===== src/rtl/decode_stage.sv =====
// MIPS-subset decode stage: decodes one instruction per cycle into a registered ID/EX slot.
// Optional DECODE_WB_BYPASS_EN forwards same-cycle writeback data into captured operands.
module decode_stage #(
   parameter int unsigned XLEN  = 32,
   parameter int unsigned NREGS = 32,
   parameter int unsigned PC_W  = 7,
   localparam int unsigned AW   = $clog2(NREGS)
) (
   input  logic            clk,
   input  logic            rst_n,
   input  logic            in_valid,
   output logic            in_ready,
   input  logic [31:0]     in_instr,
   input  logic [PC_W-1:0] in_pc,
   input  logic            flush,
   input  logic            wb_en,
   input  logic [AW-1:0]   wb_addr,
   input  logic [XLEN-1:0] wb_data,
   output logic            out_valid,
   input  logic            out_ready,
   output logic [PC_W-1:0] out_pc,
   output logic [XLEN-1:0] out_rs_val,
   output logic [XLEN-1:0] out_rt_val,
   output logic [XLEN-1:0] out_imm,
   output logic [4:0]      out_shamt,
   output logic [AW-1:0]   out_dst,
   output logic [PC_W-1:0] out_jtarget,
   output logic [2:0]      out_alu_ctrl,
   output logic            out_alu_src,
   output logic            out_mem_read,
   output logic            out_mem_write,
   output logic            out_mem_to_reg,
   output logic            out_reg_write,
   output logic            out_branch,
   output logic            out_jump,
   output logic            out_jr,
   output logic            out_illegal
);

   typedef struct packed {
      logic [2:0] alu_ctrl;
      logic       alu_src;
      logic       mem_read;
      logic       mem_write;
      logic       mem_to_reg;
      logic       reg_write;
      logic       branch;
      logic       jump;
      logic       jr;
      logic       illegal;
   } ctrl_t;

   localparam logic [5:0] OpRtype = 6'b000000;
   localparam logic [5:0] OpAddi  = 6'b001000;
   localparam logic [5:0] OpAndi  = 6'b001100;
   localparam logic [5:0] OpOri   = 6'b001101;
   localparam logic [5:0] OpXori  = 6'b001110;
   localparam logic [5:0] OpLw    = 6'b100011;
   localparam logic [5:0] OpSw    = 6'b101011;
   localparam logic [5:0] OpBgt   = 6'b000111;
   localparam logic [5:0] OpJ     = 6'b000010;

   localparam logic [5:0] FnAdd = 6'b100000;
   localparam logic [5:0] FnSub = 6'b100010;
   localparam logic [5:0] FnAnd = 6'b100100;
   localparam logic [5:0] FnOr  = 6'b100101;
   localparam logic [5:0] FnXor = 6'b100110;
   localparam logic [5:0] FnSlt = 6'b101010;
   localparam logic [5:0] FnSll = 6'b000000;
   localparam logic [5:0] FnJr  = 6'b001000;

   logic [5:0]      op, fn;
   logic [AW-1:0]   rs_a, rt_a, rd_a, dst_d;
   logic            rt_src;
   ctrl_t           ctrl_d, ctrl_q;
   logic [XLEN-1:0] rs_rd, rt_rd;
   logic            hazard, accept;

   logic [XLEN-1:0] rf_q [NREGS];
   logic            valid_q;
   logic [PC_W-1:0] pc_q, jtarget_q;
   logic [XLEN-1:0] rs_val_q, rt_val_q, imm_q;
   logic [4:0]      shamt_q;
   logic [AW-1:0]   dst_q, rs_q, rt_q;

   assign op   = in_instr[31:26];
   assign fn   = in_instr[5:0];
   assign rs_a = in_instr[21 +: AW];
   assign rt_a = in_instr[16 +: AW];
   assign rd_a = in_instr[11 +: AW];

   always_comb begin
      ctrl_d = '0;
      dst_d  = '0;
      rt_src = 1'b0;
      case (op)
         OpRtype: begin
            rt_src = 1'b1;
            dst_d  = rd_a;
            ctrl_d.reg_write = 1'b1;
            case (fn)
               FnAdd:   ctrl_d.alu_ctrl = 3'b001;
               FnSub:   ctrl_d.alu_ctrl = 3'b101;
               FnAnd:   ctrl_d.alu_ctrl = 3'b011;
               FnOr:    ctrl_d.alu_ctrl = 3'b100;
               FnXor:   ctrl_d.alu_ctrl = 3'b000;
               FnSlt:   ctrl_d.alu_ctrl = 3'b110;
               FnSll:   ctrl_d.alu_ctrl = 3'b111;
               FnJr: begin
                  ctrl_d.jr        = 1'b1;
                  ctrl_d.reg_write = 1'b0;
               end
               default: ctrl_d.illegal = 1'b1;
            endcase
         end
         OpAddi, OpAndi, OpOri, OpXori: begin
            dst_d            = rt_a;
            ctrl_d.alu_src   = 1'b1;
            ctrl_d.reg_write = 1'b1;
            ctrl_d.alu_ctrl  = (op == OpAddi) ? 3'b001 :
                               (op == OpAndi) ? 3'b011 :
                               (op == OpOri)  ? 3'b100 : 3'b000;
         end
         OpLw: begin
            dst_d             = rt_a;
            ctrl_d.alu_ctrl   = 3'b001;
            ctrl_d.alu_src    = 1'b1;
            ctrl_d.mem_read   = 1'b1;
            ctrl_d.mem_to_reg = 1'b1;
            ctrl_d.reg_write  = 1'b1;
         end
         OpSw: begin
            rt_src           = 1'b1;
            ctrl_d.alu_ctrl  = 3'b001;
            ctrl_d.alu_src   = 1'b1;
            ctrl_d.mem_write = 1'b1;
         end
         OpBgt: begin
            rt_src          = 1'b1;
            ctrl_d.alu_ctrl = 3'b010;
            ctrl_d.branch   = 1'b1;
         end
         OpJ:     ctrl_d.jump = 1'b1;
         default: ctrl_d.illegal = 1'b1;
      endcase
      if (ctrl_d.illegal) begin
         ctrl_d.reg_write  = 1'b0;
         ctrl_d.mem_read   = 1'b0;
         ctrl_d.mem_write  = 1'b0;
         ctrl_d.mem_to_reg = 1'b0;
         ctrl_d.branch     = 1'b0;
         ctrl_d.jump       = 1'b0;
         ctrl_d.jr         = 1'b0;
      end
      if (dst_d == '0) ctrl_d.reg_write = 1'b0;
   end

   always_comb begin
      rs_rd = (rs_a == '0) ? '0 : rf_q[rs_a];
      rt_rd = (rt_a == '0) ? '0 : rf_q[rt_a];
`ifdef DECODE_WB_BYPASS_EN
      if (wb_en && (wb_addr != '0)) begin
         if (wb_addr == rs_a) rs_rd = wb_data;
         if (wb_addr == rt_a) rt_rd = wb_data;
      end
`endif
   end

   // Slot holds an LW whose result the incoming instruction needs: stall one cycle.
   assign hazard = valid_q && ctrl_q.mem_read && (dst_q != '0) &&
                   ((rs_a == dst_q) || (rt_src && (rt_a == dst_q)));
   assign in_ready = !flush && !hazard && (!valid_q || out_ready);
   assign accept   = in_valid && in_ready;

   always_ff @(posedge clk or negedge rst_n) begin
      if (!rst_n) begin
         for (int i = 0; i < int'(NREGS); i++) rf_q[i] <= '0;
         valid_q    <= 1'b0;
         ctrl_q     <= '0;
         pc_q       <= '0;
         jtarget_q  <= '0;
         rs_val_q   <= '0;
         rt_val_q   <= '0;
         imm_q      <= '0;
         shamt_q    <= '0;
         dst_q      <= '0;
         rs_q       <= '0;
         rt_q       <= '0;
      end else begin
         if (wb_en && (wb_addr != '0)) rf_q[wb_addr] <= wb_data;
         if (flush) begin
            valid_q <= 1'b0;
         end else if (accept) begin
            valid_q   <= 1'b1;
            ctrl_q    <= ctrl_d;
            pc_q      <= in_pc;
            jtarget_q <= in_instr[PC_W-1:0];
            rs_val_q  <= rs_rd;
            rt_val_q  <= rt_rd;
            imm_q     <= {{(XLEN-16){in_instr[15]}}, in_instr[15:0]};
            shamt_q   <= in_instr[10:6];
            dst_q     <= dst_d;
            rs_q      <= rs_a;
            rt_q      <= rt_a;
         end else if (valid_q) begin
            if (out_ready) valid_q <= 1'b0;
            // Keep held operands coherent with the register file.
            if (wb_en && (wb_addr != '0)) begin
               if (wb_addr == rs_q) rs_val_q <= wb_data;
               if (wb_addr == rt_q) rt_val_q <= wb_data;
            end
         end
      end
   end

   assign out_valid      = valid_q;
   assign out_pc         = pc_q;
   assign out_rs_val     = rs_val_q;
   assign out_rt_val     = rt_val_q;
   assign out_imm        = imm_q;
   assign out_shamt      = shamt_q;
   assign out_dst        = dst_q;
   assign out_jtarget    = jtarget_q;
   assign out_alu_ctrl   = ctrl_q.alu_ctrl;
   assign out_alu_src    = ctrl_q.alu_src;
   assign out_mem_read   = ctrl_q.mem_read;
   assign out_mem_write  = ctrl_q.mem_write;
   assign out_mem_to_reg = ctrl_q.mem_to_reg;
   assign out_reg_write  = ctrl_q.reg_write;
   assign out_branch     = ctrl_q.branch;
   assign out_jump       = ctrl_q.jump;
   assign out_jr         = ctrl_q.jr;
   assign out_illegal    = ctrl_q.illegal;

endmodule


===== config.mk =====
export PLATFORM = sky130hd
export DESIGN_NAME = decode_stage
export DESIGN_NICKNAME = d
export VERILOG_FILES = /design/src/rtl/decode_stage.sv
export SDC_FILE = /design/constraint.sdc
export NUM_CORES = 2
export LEC_CHECK = 0
export ABC_CLOCK_PERIOD_IN_PS = 1970
export CAP_MARGIN = 20
export CORE_ASPECT_RATIO = 0.9
export CORE_MARGIN = 10
export CORE_UTILIZATION = 30
export CTS_CLUSTER_DIAMETER = 100
export DETAILED_ROUTE_END_ITERATION = 8
export DONT_BUFFER_PORTS = 1
export GPL_ROUTABILITY_DRIVEN = 0
export GPL_TIMING_DRIVEN = 0
export PLACE_DENSITY_LB_ADDON = 0.25
export SLEW_MARGIN = 20
export SYNTH_ARGS = -nofsm -noshare
export SYNTH_HDL_FRONTEND = slang
export SYNTH_SLANG_ARGS = --single-unit

===== constraint.sdc =====
create_clock -name clk -period 1.97 [get_ports clk]
set_input_delay 0.2955 -clock clk [delete_from_list [all_inputs] [get_ports clk]]
set_output_delay 0.2955 -clock clk [all_outputs]
set_load 0.005 [all_outputs]

### Word level (Yosys, flattened, before mapping)

Index checks and enable logic that the tools add are counted.

| operators by class | value |
|---|---|
| eq/ne operators | 19 |
| reduce and logical (&&, ||, !) cells | 35 |
| mux-type cells | 43 |
| bitwise logic cells | 4 |
| order comparisons | 4 |

Operators by type and width:

| kind | number |
|---|---|
| 1024-bit bitwise mux | 1 |
| 32-bit 2-to-1 mux | 15 |
| 32-bit binary-select mux with 5-bit select | 2 |
| 32-bit demux with 5-bit select | 1 |
| 6-bit equality test, second input constant | 8 |
| 6-bit by 4-bit equality test with 1-bit output, second input constant | 5 |
| 5-bit equality test | 4 |
| 6-bit >= comparator, second input constant | 3 |
| 5-bit NOT with 6-bit output | 3 |
| 3-bit case mux with 6 select lines | 1 |
| 8-bit OR reduction | 2 |
| 5-bit logical NOT | 3 |
| 1-bit 2-to-1 mux | 15 |
| 6-bit logical NOT | 2 |
| 3-bit case mux with 4 select lines | 1 |
| 5-bit case mux with 2 select lines | 1 |
| 5-bit nonzero test | 2 |
| 1-bit logical AND | 9 |
| 3-bit 2-to-1 mux | 3 |
| 4-bit AND reduction | 2 |
| 2-bit nonzero test | 4 |
| 7-bit 2-to-1 mux | 1 |
| 6-bit by 2-bit equality test with 1-bit output, second input constant | 1 |
| 6-bit by 3-bit equality test with 1-bit output, second input constant | 1 |
| other kinds (11) | 15 |

| storage, ports and cells | value |
|---|---|
| word-level logic and storage cells | 157 |
| output and inout port bits | 134 |
| register bits after elaboration | 1151 |

### Logic depth before layout (Yosys ltp)

| logic depth | value |
|---|---|
| word-level depth | 12 |
| mapped depth | 10 |
| mapped depth without buffers | 6 |

### Worst setup path after synthesis

Ideal clock, no wire load.

| path | value |
|---|---|
| path kind | input-to-reg |
| start | in in_instr[17] |
| end | reg rt_val_q[10], in the netlist out_rt_val[10] |
| buffers on the path | 3 |
| slack | -0.134 ns |
| stages | 8 |
| arrival time | 1.983 ns |
| library setup time | 0.121 ns |
| required time | 1.849 ns |
| cell sequence | buf_2 > buf_4 > buf_2 > mux4_2 > a211oi_1 > a211o_1 > nor3_1 > o22a_1 |

| between the ends | value |
|---|---|
| cells in the longest elaborated chain, start to end | 10 |

RTL lines:

| item | line | RTL |
|---|---|---|
| start, declared | 13 | `input logic [31:0] in_instr,` |
| parallel branches: the longest is 10 deep, another holds 32-bit binary-select mux with 5-bit select | -- |  |
| end signal, assigned | 199 | `rt_val_q <= rt_rd;` |
| end signal, assigned | 210 | `if (wb_addr == rt_q) rt_val_q <= wb_data;` |
| end, declared | 82 | `logic [XLEN-1:0] rs_val_q, rt_val_q, imm_q;` |

Several ways; the timed one is not identified. The select of a mux whose other input is x is not followed.
A chain may end at the register's enable or synchronous reset.

### Worst setup path after layout

| path | value |
|---|---|
| start | in in_instr[16] |
| end | reg rt_val_q[29], in the netlist out_rt_val[29] |

Same word-level chain as after synthesis.

==> results_dict.tcl <==
set metrics [dict create \
    avgSynthCellArea_um2 13.31 \
    grt_pass1_wl_um 377500 \
    ys_types 61 \
    grt_usage 0.2429 \
    syn_nets 4609 \
    yosys_warnings 0 \
    worstPathArrival_ps 3420 \
    hold_class "in2async" \
    cts_buffer_depth 3 \
    critPathLaunchType "primary input" \
    powerDensity_nw_per_um2 1010 \
    cts_inserted_buffers 136 \
    required_ps 2720 \
    start_util 0.3028 \
    placementRows 155 \
    status "complete, but fails checks" \
    numPortBuffers 0 \
    dieHeight_um 445.1 \
    finalHoldViolations 0 \
    dp_hpwl_um 186700 \
    period_minus_slack_ps 2674 \
    drive_above_1_share 0.3832 \
    cts.clk_slew.worst_paths_ps 60 \
    finalCritPeriodShare 1.357 \
    async_flop_share 1.000 \
    r2r-start "out_dst[4]" \
    synth_edf_count 0 \
    htree_num_levels 4 \
    drt-pass1-iter-count 7 \
    cts_tree "built" \
    p_sw_frac 0.3041 \
    ys_seq_elements 1138 \
    path_buf_inv 3 \
    netlist_instances 4527 \
    finalSetupViolations 146 \
    worst_slack_ps -704.1 \
    p_seq_frac 0.437 \
    ant_nets 0 \
    worst_path_max_delay_cell "clkbuf_1" \
    vdd_drop_max_mv 0.5640 \
    die_w_um 492.4 \
    core-area_um2 199000 \
    maxSlewHeadroom 0.1225 \
    fmax_mhz 374.0 \
    die_area_um2 219200 \
    place_inst 7210 \
    instances_no_fill 7584 \
    drv_slew 0 \
    wl_per_cell_um 36.64 \
    io_pins 216 \
    violations "setup timing" \
    root_buffer "clkbuf_16" \
    p_int_mw 49.95 \
    max-cap-violations 0 \
    multiInputGateArea_um2 29890 \
    syn_to_final_growth_pct 17.90 \
    nets 4881 \
    numClockSinks 1138 \
    grt_max_degree 229 \
    via_per_inst 5.963 \
    worst_setup_path_end_kind "register" \
    crit_chain "buf_2 -> buf_4 -> nor2b_1 -> clkbuf_1 -> a22oi_1 -> a211o_1 -> nor3_4 -> o22a_1" \
    leakagePower_nw 31.22 \
    worst_slew_pin_slew_ps 1316 \
    worst_skew_pair.late_latency_ps 810 \
    drt-initial-drc-count 5261 \
    crit_family "buffers and inverters" \
    p_comb_frac 0.208 \
    ys_seq_area_frac 0.4727 \
    synth_area_um2 60240 \
    num-fill-cells 19492 \
    regArea_um2 28480 \
    antenna_found_initial 11 \
    p_clk_frac 0.355 \
    crit_start "in_instr[16]" \
    worstSetupPathType "in2reg" \
    finClkSkew_ps 35.27 \
    critPathMaxFanout 10 \
    grt_overflow_total 0 \
    vias 45222 \
    drt-total-wl_um 277900 \
    grt_setup_unrepaired "yes" \
    max_stage_delay_ps 970 \
    synth_flop_cell "dfrtp_1" \
    first_global_vias 45012 \
    drc 0 \
    tns_ps -65560 \
    p_sw_mw 21.82 \
]
cells by family (layout without fill, tap and decap cells):
| logic type | Yosys count | in the layout | synth area share |
|---|---|---|---|
| other cells | 0 | 6 | 0 |
| simple gates | 188 | 188 | 0.01601 |
| buf+inv | 536 | 918 | 0.04100 |
| compound gates | 785 | 785 | 0.09656 |
| mux | 1857 | 1857 | 0.3703 |
| fa+ha+maj | 2 | 2 | 0.0003323 |
| flops | 1138 | 1138 | 0.4727 |
| xor+xnor | 21 | 21 | 0.003053 |
final timing paths:
path | to | depth (start not counted) | slack [ps]
worst min register to register | rf_q[1013] | 1 | 470
worst min-delay path | rf_q[803] | 2 | 30
worst max register to register | out_rt_val[2] | 11 | -650
max in group asynchronous | rf_q[427] | 4 | 340
min in group clk | rf_q[512] | 3 | 40
worst max-delay path | out_rt_val[29] | 8 | -700
registers in the layout, indices dropped and copies added, names as in the netlist:
signal and count:
out_valid 1, out_imm 10, rs_q 5, out_illegal 1
out_alu_src 1, out_rs_val 32, out_branch 1, out_pc 7
out_rt_val 32, out_mem_write 1, rt_q 5, out_jtarget 6
out_jr 1, out_reg_write 1, out_alu_ctrl 3, out_jump 1
out_dst 5, rf_q 1024, out_mem_read 1
cell usage in the layout, fill, tap and decap left out, types with 25 or more instances in the layout:
master,synthesis,layout
buf_2,108,115
o22a_1,32,32
clkbuf_2,0,79
o21a_1,32,32
a211o_1,63,62
nand2_1,41,38
nor2_1,37,32
a22oi_1,194,194
a221oi_1,62,58
a22o_1,67,67
dfrtp_1,1138,1133
clkbuf_8,0,25
clkinv_2,0,27
buf_12,0,26
buf_16,0,25
mux2_2,1024,1002
mux2i_1,638,638
a2bb2oi_1,34,28
a21oi_1,74,72
clkbuf_16,0,143
o22ai_1,93,93
clkbuf_1,286,232
a211oi_1,67,65
o21ai_0,47,29
buf_4,78,92
mux4_2,195,195
buf_1,54,28
dlygate4sd3_1,0,67
through the flow:
| step | worst slack [ps] | utilization | instance area (µm²) | total power, mW | hold slack (ps) |
|---|---|---|---|---|---|
| 2_1_floorplan | -99.64 | - | 60300 | 40.15 | -0.09107 |
| 3_3_place_gp | -2254 | 0.3198 | 63640 | 44.21 | 88.66 |
| 3_5_place_dp | -1966 | 0.3220 | 64080 | 45.26 | 0.2175 |
| 4_1_cts | -647.9 | 0.3552 | 70680 | 71.48 | 0.8287 |
| 5_1_grt | -709.0 | 0.3569 | 71010 | 74.25 | 50.27 |
| 6_report | -704.1 | 0.3570 | 71030 | 71.77 | 34.10 |
cell usage after synthesis (all sizes together), types with 62 or more instances:
cell    count  share of area
a22oi     194          0.024
mux4      195          0.073
a211oi     67         0.0083
mux2i     638           0.11
a221oi     62         0.0090
dfrtp    1138           0.47
o22ai      93         0.0097
buf       244          0.023
mux2     1024           0.19
clkbuf    286          0.018
a211o      63         0.0092
a21oi      76         0.0066
a22o       67         0.0097
power by group through the flow:
stage / sequential, mW / clock (mW) / combinational [mW]
2_1_floorplan: 30.3 / 0 / 9.85
3_3_place_gp: 31.4 / 0 / 12.8
3_5_place_dp: 31.6 / 0 / 13.6
4_1_cts: 31.2 / 25.7 / 14.6
5_1_grt: 31.9 / 26.7 / 15.7
6_report: 31.4 / 25.5 / 14.9
routing by layer:
layer | vias up | GRT usage | wire length [µm] | part of all wire
met5 | - | 0.001947 | 140 | 0.00050
met3 | 661 | 0.08465 | 29510 | 0.11
li1 | 17839 | - | - | -
met2 | 2509 | 0.3537 | 117500 | 0.42
met1 | 24201 | 0.3218 | 115700 | 0.42
met4 | 12 | 0.1140 | 14980 | 0.054
timing repair:
action	4_1_cts	5_1_grt
setup buffers	32	6
endpoints found under the hold margin	303	0
endpoints found under the setup margin	192	615
hold buffers	68	0
pin swaps	42	11
gates resized for setup	238	38
cloned	11	5
cell type report:
cell class	count	area share
multi-input cells	2853	0.4209
flip-flops and latches	1138	0.4010
clock buffers	199	0.05507
well taps	2669	0.04702
plain buffers	527	0.04147
repair buffers	137	0.02706
clock inverters	49	0.006976
inverters	6	0.0003171
diodes	6	0.0002114
Note: power is estimated with default switching activity, not from simulation.
